--- config.mk ---
export PLATFORM = sky130hd
export DESIGN_NAME = not_response_checker_8bit
export DESIGN_NICKNAME = d
export VERILOG_FILES = /design/src/rtl/not_response_checker_8bit.sv
export SDC_FILE = /design/constraint.sdc
export NUM_CORES = 1
export LEC_CHECK = 0
export CORE_ASPECT_RATIO = 2
export CORE_UTILIZATION = 43
export DETAILED_ROUTE_END_ITERATION = 16
export PLACE_DENSITY = 0.73
export SLEW_MARGIN = 20
export SYNTH_ARGS = -nofsm -noshare
export SYNTH_HDL_FRONTEND = slang
export SYNTH_SLANG_ARGS = --single-unit
--- constraint.sdc ---
create_clock -name clk -period 1.95 [get_ports clk]
set_input_delay 0.585 -clock clk [delete_from_list [all_inputs] [get_ports clk]]
set_output_delay 0.585 -clock clk [all_outputs]
set_load 0.02 [all_outputs]
--- src/rtl/not_response_checker_8bit.sv ---
// Response checker for the 8-bit NOT gate: verifies y_in == ~a_in per valid vector,
// counts mismatches, captures the first failing vector and compacts y_in into a MISR.
module not_response_checker_8bit #(
  parameter int unsigned VECTOR_COUNT = 4,
  parameter logic [7:0]  MISR_SEED    = 8'hFF
) (
  input  logic       clk,
  input  logic       rst,
  input  logic       start,
  input  logic       in_valid,
  input  logic [7:0] a_in,
  input  logic [7:0] y_in,
  output logic       busy,
  output logic       done,
  output logic       pass,
  output logic [7:0] err_count,
  output logic [7:0] first_fail_a,
  output logic [7:0] first_fail_y,
  output logic [7:0] signature
);

  localparam int unsigned W = 8;
  localparam logic [W-1:0] LAST_IDX = W'(VECTOR_COUNT - 1);
  localparam logic [W-1:0] MISR_POLY = 8'h1D;

  localparam logic [1:0] IDLE = 2'd0;
  localparam logic [1:0] RUN  = 2'd1;
  localparam logic [1:0] DONE = 2'd2;

  logic [1:0]   state, state_nxt;
  logic [W-1:0] vec_cnt, vec_cnt_nxt;
  logic         first_seen, first_seen_nxt;
  logic         pass_nxt;
  logic [W-1:0] err_count_nxt, first_fail_a_nxt, first_fail_y_nxt, signature_nxt;
  logic         mismatch_c;

  // One MISR step: shift left, fold feedback x^8+x^4+x^3+x^2+1, then mix in data
  function automatic logic [W-1:0] misr_step(input logic [W-1:0] sig, input logic [W-1:0] data);
    misr_step = ({sig[W-2:0], 1'b0} ^ (sig[W-1] ? MISR_POLY : '0)) ^ data;
  endfunction

  assign mismatch_c = (y_in != ~a_in);

  // Next-state and next-result logic
  always_comb begin
    state_nxt        = state;
    vec_cnt_nxt      = vec_cnt;
    first_seen_nxt   = first_seen;
    pass_nxt         = pass;
    err_count_nxt    = err_count;
    first_fail_a_nxt = first_fail_a;
    first_fail_y_nxt = first_fail_y;
    signature_nxt    = signature;

    case (state)
      IDLE: begin
        if (start) begin
          state_nxt        = RUN;
          vec_cnt_nxt      = '0;
          first_seen_nxt   = 1'b0;
          pass_nxt         = 1'b0;
          err_count_nxt    = '0;
          first_fail_a_nxt = '0;
          first_fail_y_nxt = '0;
          signature_nxt    = MISR_SEED;
        end
      end
      RUN: begin
        if (in_valid) begin
          if (mismatch_c) begin
            if (err_count != 8'hFF) err_count_nxt = err_count + W'(1);
            if (!first_seen) begin
              first_fail_a_nxt = a_in;
              first_fail_y_nxt = y_in;
              first_seen_nxt   = 1'b1;
            end
          end
          signature_nxt = misr_step(signature, y_in);
          vec_cnt_nxt   = vec_cnt + W'(1);
          if (vec_cnt == LAST_IDX) begin
            state_nxt = DONE;
            pass_nxt  = (err_count_nxt == '0);
          end
        end
      end
      DONE: state_nxt = IDLE;
      default: state_nxt = IDLE;
    endcase
  end

  // State and registered outputs; busy/done follow the state being entered
  always_ff @(posedge clk) begin
    if (rst) begin
      state        <= IDLE;
      vec_cnt      <= '0;
      first_seen   <= 1'b0;
      busy         <= 1'b0;
      done         <= 1'b0;
      pass         <= 1'b0;
      err_count    <= '0;
      first_fail_a <= '0;
      first_fail_y <= '0;
      signature    <= '0;
    end else begin
      state        <= state_nxt;
      vec_cnt      <= vec_cnt_nxt;
      first_seen   <= first_seen_nxt;
      busy         <= (state_nxt == RUN);
      done         <= (state_nxt == DONE);
      pass         <= pass_nxt;
      err_count    <= err_count_nxt;
      first_fail_a <= first_fail_a_nxt;
      first_fail_y <= first_fail_y_nxt;
      signature    <= signature_nxt;
    end
  end

endmodule

# ---- Word-level counts from Yosys, hierarchy flattened
# Cells that the tools add are included.
# Widths: inputs -> output; s select.
dict set report word_totals {
  word_cells 65
  register_bits 46
  out_inout_bits 35
  input_bits 20
}
dict set report op_classes {
  bitwise 3
  n_eq_ne 11
  n_addsub 2
  muxes 32
  reduce_logical 7
}
# cell n
set op_table {}
lappend op_table {{$mux 8} 15}
lappend op_table {{$pmux 8 s2} 5}
lappend op_table {{$add 8x1->8 const B} 2}
lappend op_table {{$ne 2x2->1 const B} 5}
lappend op_table {{$eq 8x2->1 const B} 1}
lappend op_table {{$logic_not 8->1} 1}
lappend op_table {{$ne 8x8->1} 1}
lappend op_table {{$ne 8x8->1 const B} 1}
lappend op_table {{$not 8->8} 1}
lappend op_table {{$reduce_and 4->1} 2}
lappend op_table {{$xor 8x5->8} 1}
lappend op_table {{$xor 8x8->8} 1}
lappend op_table {{$mux 2} 3}
lappend op_table {{$mux 1} 5}
lappend op_table {{$mux 5} 1}
lappend op_table {{$reduce_and 5->1} 1}
lappend op_table {{$eq 2x1->1 const B} 2}
lappend op_table {{$pmux 1 s2} 2}
lappend op_table {{$pmux 2 s2} 1}
lappend op_table {{$reduce_and 3->1} 1}
lappend op_table {{$eq 2x2->1 const B} 1}
lappend op_table {{$logic_not 2->1} 1}
lappend op_table {{$reduce_bool 2->1} 1}

# ---- Longest topological paths before layout
# Gate-level depths: netlist (run 1).
dict set report depth {
  word_depth 9
  depth_mapped 8
  depth_no_buf 7
}

# ---- Worst setup path before layout (run 1)
# No wires, ideal clock.
dict set report synth_path {
  path_kind {input -> register}
  start {in a_in[5]}
  end {reg err_count[4]}
  path_buffers 1
  t_arrival_ns 1.922
  setup_time_ns 0.091
  t_required_ns 1.859
  path_stages 7
  setup_slack_ns -0.063
  path_cell_list {xnor2_1 -> nor4_4 -> a21boi_2 -> and2_4 -> buf_6 -> a31o_1 -> a311oi_1}
}
dict set report synth_between {
  elab_chain_len 7
}
# item line_no
set synth_rtl {}
lappend synth_rtl {{from (decl)} 11} ;# input logic [7:0] a_in,
lappend synth_rtl {{$not 8->8} 42} ;# assign mismatch_c = (y_in != ~a_in);
lappend synth_rtl {{$ne 8x8->1} 42}
lappend synth_rtl {{$mux 8} 70} ;# if (mismatch_c) begin
lappend synth_rtl {{$mux 8} 69} ;# if (in_valid) begin
lappend synth_rtl {{$mux 8} 55} ;# case (state)
lappend synth_rtl {{$mux 8} 69}
lappend synth_rtl {{$pmux 8 s2} 55}
lappend synth_rtl {{to (signal assigned)} 111} ;# err_count <= err_count_nxt;
lappend synth_rtl {{to (decl)} 16} ;# output logic [7:0] err_count,
# No other way between the ends. The select of a mux whose other input is x is not followed.
# A chain may end at the register's enable or synchronous reset.

# ---- Worst setup path after layout (run 1)
dict set report layout_path {
  start {in y_in[1]}
  end {reg first_fail_a[2]}
}
dict set report layout_between {
  elab_chain_len 3
}
# item line_no
set layout_rtl {}
lappend layout_rtl {{from (decl)} 12} ;# input logic [7:0] y_in,
lappend layout_rtl {{$ne 8x8->1} 42}
lappend layout_rtl {{$ne 2x2->1 (no source line)} n/a}
lappend layout_rtl {{$reduce_and 5->1 (no source line)} n/a}
lappend layout_rtl {{to (signal assigned)} 112} ;# first_fail_a <= first_fail_a_nxt;
lappend layout_rtl {{to (decl)} 17} ;# output logic [7:0] first_fail_a,
# No other way between the ends.

==> flow_summary.yaml, run 1 <==
run_status:
  status: "completed"
synth:
  synth.area.top_cells: "dfxtp_1 (44%), nor2_1 (7.3%), xnor2_1 (7.1%), a22oi_1 (6.4%), xor2_1 (3.3%)"
  synth_top_area_cell: "dfxtp_1"
  ys_types: 47
  synthTopCellsByCount: "dfxtp_1 (46), nor2_1 (41), a22oi_1 (18)"
  yosys_warnings: 0
  ys_async_sr_fraction_pct: 0
  syn-num-nets: 254
  yosysMostFrequentCell: "dfxtp_1"
  syn_area_sq_mm: 0.00211
  syn_inst: 232
  synth-seq-cells: 46
  synth_edf_count: 0
  synth_top_flop_cell: "dfxtp_1"
  avgSynthCellArea_sq_um: 9.09
  synth_seq_area_share_pct: 43.7
  yosys.area.top_type_share_pct: 43.7
detailed_routing:
  ant_nets: 0
  wl_per_cell_um: 17.5
  drtIter0Drc: 72
  remaining_drc_errors: 0
  via_per_inst: 5.73
  drt-total-wl_um: 6670
  num_vias: 2189
  drt_pre_antenna_iters: 4
timing:
  setup_ws_ps: 2.12
  finalHoldViolations: 0
  fmax_mhz: 513
  tns_ps: 0
  final.min_clock_period_ps: 1950
  fin_worst_skew_ps: 5.41
  min_period_over_period_pct: 99.9
  maxSlewHeadroom_pct: 75.5
  drv_slew: 0
  worstMarginPinSlew_ps: 362
  setup_viol: 0
flow_run:
  maxCapViolations: 0
placement:
  gp_congestion: 0.916
  detailed_place_hpwl_um: 4240
  port-buffer-count: 54
  dpl_worst_slack_ps: -862
power:
  leakagePower_nw: 1.38
  p_int_mw: 1.47
  pwr-share-comb_pct: 23.1
  cellPowerDensity_mw_per_mm2: 639
  pwr-share-seq_pct: 48.3
  switchingPower_mw: 0.623
  swShare_pct: 29.8
  clockPowerShare_pct: 28.5
  peakVddDrop_mv: 0.581
  total_power_mw: 2.09
final_layout:
  synthToLayoutAreaGrowth_pct: 54.9
  nNetsFinal: 348
  diodes: 0
  drive_above_1_share_pct: 32.4
  fillers: 362
  multiInputGateArea_sq_mm: 0.00131
  final-seq-area_sq_um: 925
critical_path:
  crit_family: "buffers and inverters"
  slowest_delay_ps: 320
  path_cells: "buf_2 > xnor2_4 > nor4_4 > buf_4 > buf_6 > buf_4 > a211oi_4 > buf_6 > a22oi_2 > nor2_1"
  arrival_ps: 2140
  cp_num_buf_inv: 5
  critPathLaunchType: "primary input"
  critPathSlowestCell: "nor4_4"
  crit_type: "primary input to flip-flop"
  crit_fanout: 8
  critPathRequiredTime_ps: 2140
  end_kind: "flip-flop"
die:
  dieArea_sq_mm: 0.00521
  io_pins: 55
  initial_core_util_pct: 45.4
  die_w_um: 51.5
  rows: 35
  die_height_um: 101
  core_sq_mm: 0.00464
clocking:
  cts_tree: "done"
  cts-root-buf: "clkbuf_8"
  clk_path_buf_depth: 2
  holdBufCountCts: 0
  clk_pin_slew_worst_paths_ps: 90
  worstSkewPairLatency_ps: 300
  cts_buffers: 5
  clkSinkCount: 46
  htree_levels: 2
global_routing:
  grtUsageTotal_pct: 25.3
  grt_pass1_vias: 2164
  grt_max_degree: 22
  grt_overflow_total: 0
  antenna_found_initial: 0
  grt_pass1_wl_um: 9890
min_path:
  min_path_type: "flip-flop to flip-flop"
[repair_timing]
item | CTS | global route
gates resized for setup | 61 | 42
endpoints found under the setup margin | 32 | 38
endpoints found under the hold margin | 0 | 0
pin swaps | 14 | 17
gates cloned | 0 | 1
setup buffers | 10 | 5
[cell usage in the layout (no fill, tap or decap), drive strengths merged, types with 2 or more instances in the layout]
cell,Yosys,final
a41oi,3,3
nor4,3,3
xor2,8,8
a311oi,2,2
and3,4,4
dfxtp,46,46
buf,4,53
a21oi,10,10
and2,2,2
mux2i,2,2
nand3,6,6
xnor2,17,17
nor2,41,41
o21bai,2,2
clkinv,0,2
a22oi,18,18
dlymetal6s2s,0,3
a211oi,10,10
a21o,2,2
dlygate4sd2,0,5
nand2,6,6
clkdlybuf4s50,0,30
clkbuf,11,16
ha,2,2
o21ai,3,3
nand4,3,3
nor3,10,10
nor3b,2,2
a21boi,2,2
[metrics by stage]
stage | area (sq um) | hold WS [ps] | utilization, % | instances
6_report | 3270 | 521 | 70.4 | 382
5_1_grt | 3270 | 543 | 70.4 | 382
4_1_cts | 3220 | 520 | 69.3 | 381
3_5_place_dp | 2940 | 490 | 63.3 | 364
3_3_place_gp | 2940 | 483 | 63.3 | 364
2_1_floorplan | 2110 | 480 | - | 232
[flip-flops by register name, summed over array words and instances, names as in the netlist]
name and cells:
signature 8, err_count 8, vec_cnt 8, first_fail_y 8, first_fail_a 8, pass 1, state 2, first_seen 1
busy 1, done 1
[kinds of logic (layout without fill, tap and decap cells)]
family | Yosys count | after routing | share of synthesized area [%]
compound gates | 58 | 58 | 20.4
xor+xnor | 25 | 25 | 10.4
fa+ha+maj | 2 | 2 | 1.19
buf+inv | 16 | 111 | 3.38
flops | 46 | 46 | 43.7
mux | 2 | 2 | 0.949
simple gates | 83 | 83 | 20.0
[per-layer routing]
layer	up-vias	global-route usage [%]	wire length, um
met4	0	13.3	299
met2	82	48.7	3790
met3	25	3.32	229
li1	1020	-	-
met1	1062	24.6	2350
met5	-	0	0
[cell type report]
| class | instances | area share (%) |
|---|---|---|
| sequential | 46 | 28.3 |
| inverter | 1 | 0.115 |
| timing repair buffer | 102 | 26.5 |
| clock buffer | 5 | 2.11 |
| clock inverter | 3 | 0.651 |
| multi-input combinational | 170 | 40.2 |
| tap | 55 | 2.11 |
[worst min-delay path: stages (launching register included)]
cell and delay [ps]:
dfxtp_1 350, a22oi_1 70, nor2_1 80
[power by group through the flow]
| stage | clock [mW] | combinational [mW] | sequential (mW) |
|---|---|---|---|
| 6_report | 0.596 | 0.483 | 1.01 |
| 5_1_grt | 0.638 | 0.513 | 1.01 |
| 4_1_cts | 0.607 | 0.445 | 1.01 |
| 3_5_place_dp | 0 | 0.409 | 1.03 |
| 3_3_place_gp | 0 | 0.402 | 1.03 |
| 2_1_floorplan | 0 | 0.171 | 1.06 |
[final timing paths]
check | slack, ps | endpoint | cells past startpoint | startpoint
setup / recovery | 2 | first_fail_a[2] | 10 | y_in[1]
hold / removal | 520 | first_fail_a[0] | 2 | first_fail_a[0]
setup reg to reg | 120 | err_count[4] | 7 | err_count[0]
hold reg to reg | 520 | first_fail_a[0] | 2 | first_fail_a[0]
Power figures use the tool's default switching activity.
==> inputs of run 2 (changes only) <==
Settings changed: PLACE_DENSITY 0.73 to unset, PLACE_DENSITY_LB_ADDON set to 0.08.
==> flow_summary.yaml, run 2 (synthesis results as in run 1) <==
run_status:
  status: "completed"
min_path:
  min_to: "first_fail_y[2]"
  min_path_type: "flip-flop to flip-flop"
  whs_path_depth: 2
  hp-start: "first_fail_y[2]"
critical_path:
  cp_num_buf_inv: 1
  reg2reg_from: "err_count[1]"
  crit_family: "buffers and inverters"
  critPathSlowestCell: "clkdlybuf4s50_1"
  crit_type: "flip-flop to primary output"
  path_cells: "clkdlybuf4s50_1"
  critPathRequiredTime_ps: 1360
  slowest_delay_ps: 640
  arrival_ps: 1360
  end_kind: "primary output"
  crit-reg2reg-capture: "err_count[0]"
  reg2reg_depth: 8
  rrSetupSlack_ps: 100
  critPathLaunchType: "flip-flop"
  crit_fanout: 3
final_layout:
  layout_commonest_cell: "dfxtp_1"
  layout_common_cells: "dfxtp_1 (46), nor2_1 (40), buf_4 (38)"
  drive_above_1_share_pct: 27.2
  fillers: 395
  final-seq-area_sq_um: 921
  nNetsFinal: 342
  multiInputGateArea_sq_mm: 0.00122
  diodes: 0
  utilization_pct: 67.7
  synthToLayoutAreaGrowth_pct: 48.9
timing:
  drv_slew: 0
  min_period_over_period_pct: 99.6
  finalHoldViolations: 0
  final.min_clock_period_ps: 1940
  fmax_mhz: 515
  setup_viol: 0
  fin_worst_skew_ps: 8.74
  maxSlewHeadroom_pct: 76.0
  holdWs_ps: 507
  worstMarginPinSlew_ps: 355
flow_run:
  maxCapViolations: 0
clocking:
  clk_pin_slew_worst_paths_ps: 80
  holdBufCountCts: 0
  clk_path_buf_depth: 2
  worstSkewPairLatency_ps: 300
  cts-root-buf: "clkbuf_8"
  cts_tree: "done"
  htree_levels: 2
  cts_buffers: 5
  clkSinkCount: 46
detailed_routing:
  wl_per_cell_um: 15.6
  num_vias: 2055
  via_per_inst: 5.48
  ant_nets: 0
  remaining_drc_errors: 0
  drtIter0Drc: 38
  drt-total-wl_um: 5860
  drt_pre_antenna_iters: 4
placement:
  detailed_place_hpwl_um: 4160
  gp_congestion: 0.815
  port-buffer-count: 54
die:
  core_sq_mm: 0.00464
  dieArea_sq_mm: 0.00521
  initial_core_util_pct: 45.4
  rows: 35
  die_height_um: 101
  io_pins: 55
  die_w_um: 51.5
global_routing:
  grt_pass1_wl_um: 8980
  antenna_found_initial: 0
  grt_overflow_total: 0
  grt_pass1_vias: 1950
  grt_max_degree: 22
  grtUsageTotal_pct: 23.0
power:
  cellPowerDensity_mw_per_mm2: 646
  leakagePower_nw: 1.34
  total_power_mw: 2.03
  peakVddDrop_mv: 0.630
run 2: where the power goes:
part	leakage, nW	switching [mW]	internal [mW]
sequential	0.375	0.0312	0.975
clock	0.0373	0.328	0.247
combinational	0.925	0.221	0.227
total	1.34	0.580	1.45
run 2: cell type report:
cell class | count | share of cell area (%)
clock buffer | 6 | 2.31
timing repair buffer | 96 | 27.0
inverter | 1 | 0.119
tap | 55 | 2.19
clock inverter | 1 | 0.239
multi-input combinational | 170 | 38.9
sequential | 46 | 29.3
run 2: worst max-delay path by stage:
stage | start | endpoint | slack (ps) | depth (start not counted)
floorplan | a_in[2] | pass | -20 | 6
global placement | y_in[2] | pass | -650 | 6
detailed placement | y_in[2] | pass | -660 | 7
CTS | a_in[5] | pass | -20 | 7
global route | signature[4] | signature[4] | -20 | 1
finish | signature[4] | signature[4] | 7 | 1
run 2: metal layers:
| metal | up-vias | global-route usage, % | share of wire, % |
|---|---|---|---|
| met2 | 49 | 42.9 | 56 |
| met1 | 981 | 24.5 | 38 |
| met4 | 0 | 9.15 | 2.6 |
| met5 | - | 0 | 0 |
| met3 | 13 | 3.62 | 2.7 |
| li1 | 1012 | - | - |
run 2: timing repair:
action / in CTS / in global routing
resized for setup: 32 / 42
pin swaps: 5 / 14
endpoints found under the setup margin: 30 / 27
buffers inserted: 0 / 4
cloned: 0 / 1
run 2: stage by stage:
stage,std cells,setup TNS (ps),area [sq um],worst slack [ps]
final,375,0,3140,7.22
after global placement,363,-12740,2970,-652
after floorplan,232,-16.6,2110,-16.6
after global routing,375,-31.0,3140,-15.3
after detailed placement,363,-13670,2970,-656
after CTS,370,-18.5,3090,-18.5
==> inputs of run 3 (changes only) <==
Settings changed: SLEW_MARGIN 20 to 40.
==> results of run 3 <==
Same layout as run 2: the final DEF is identical, and so are final timing and power.
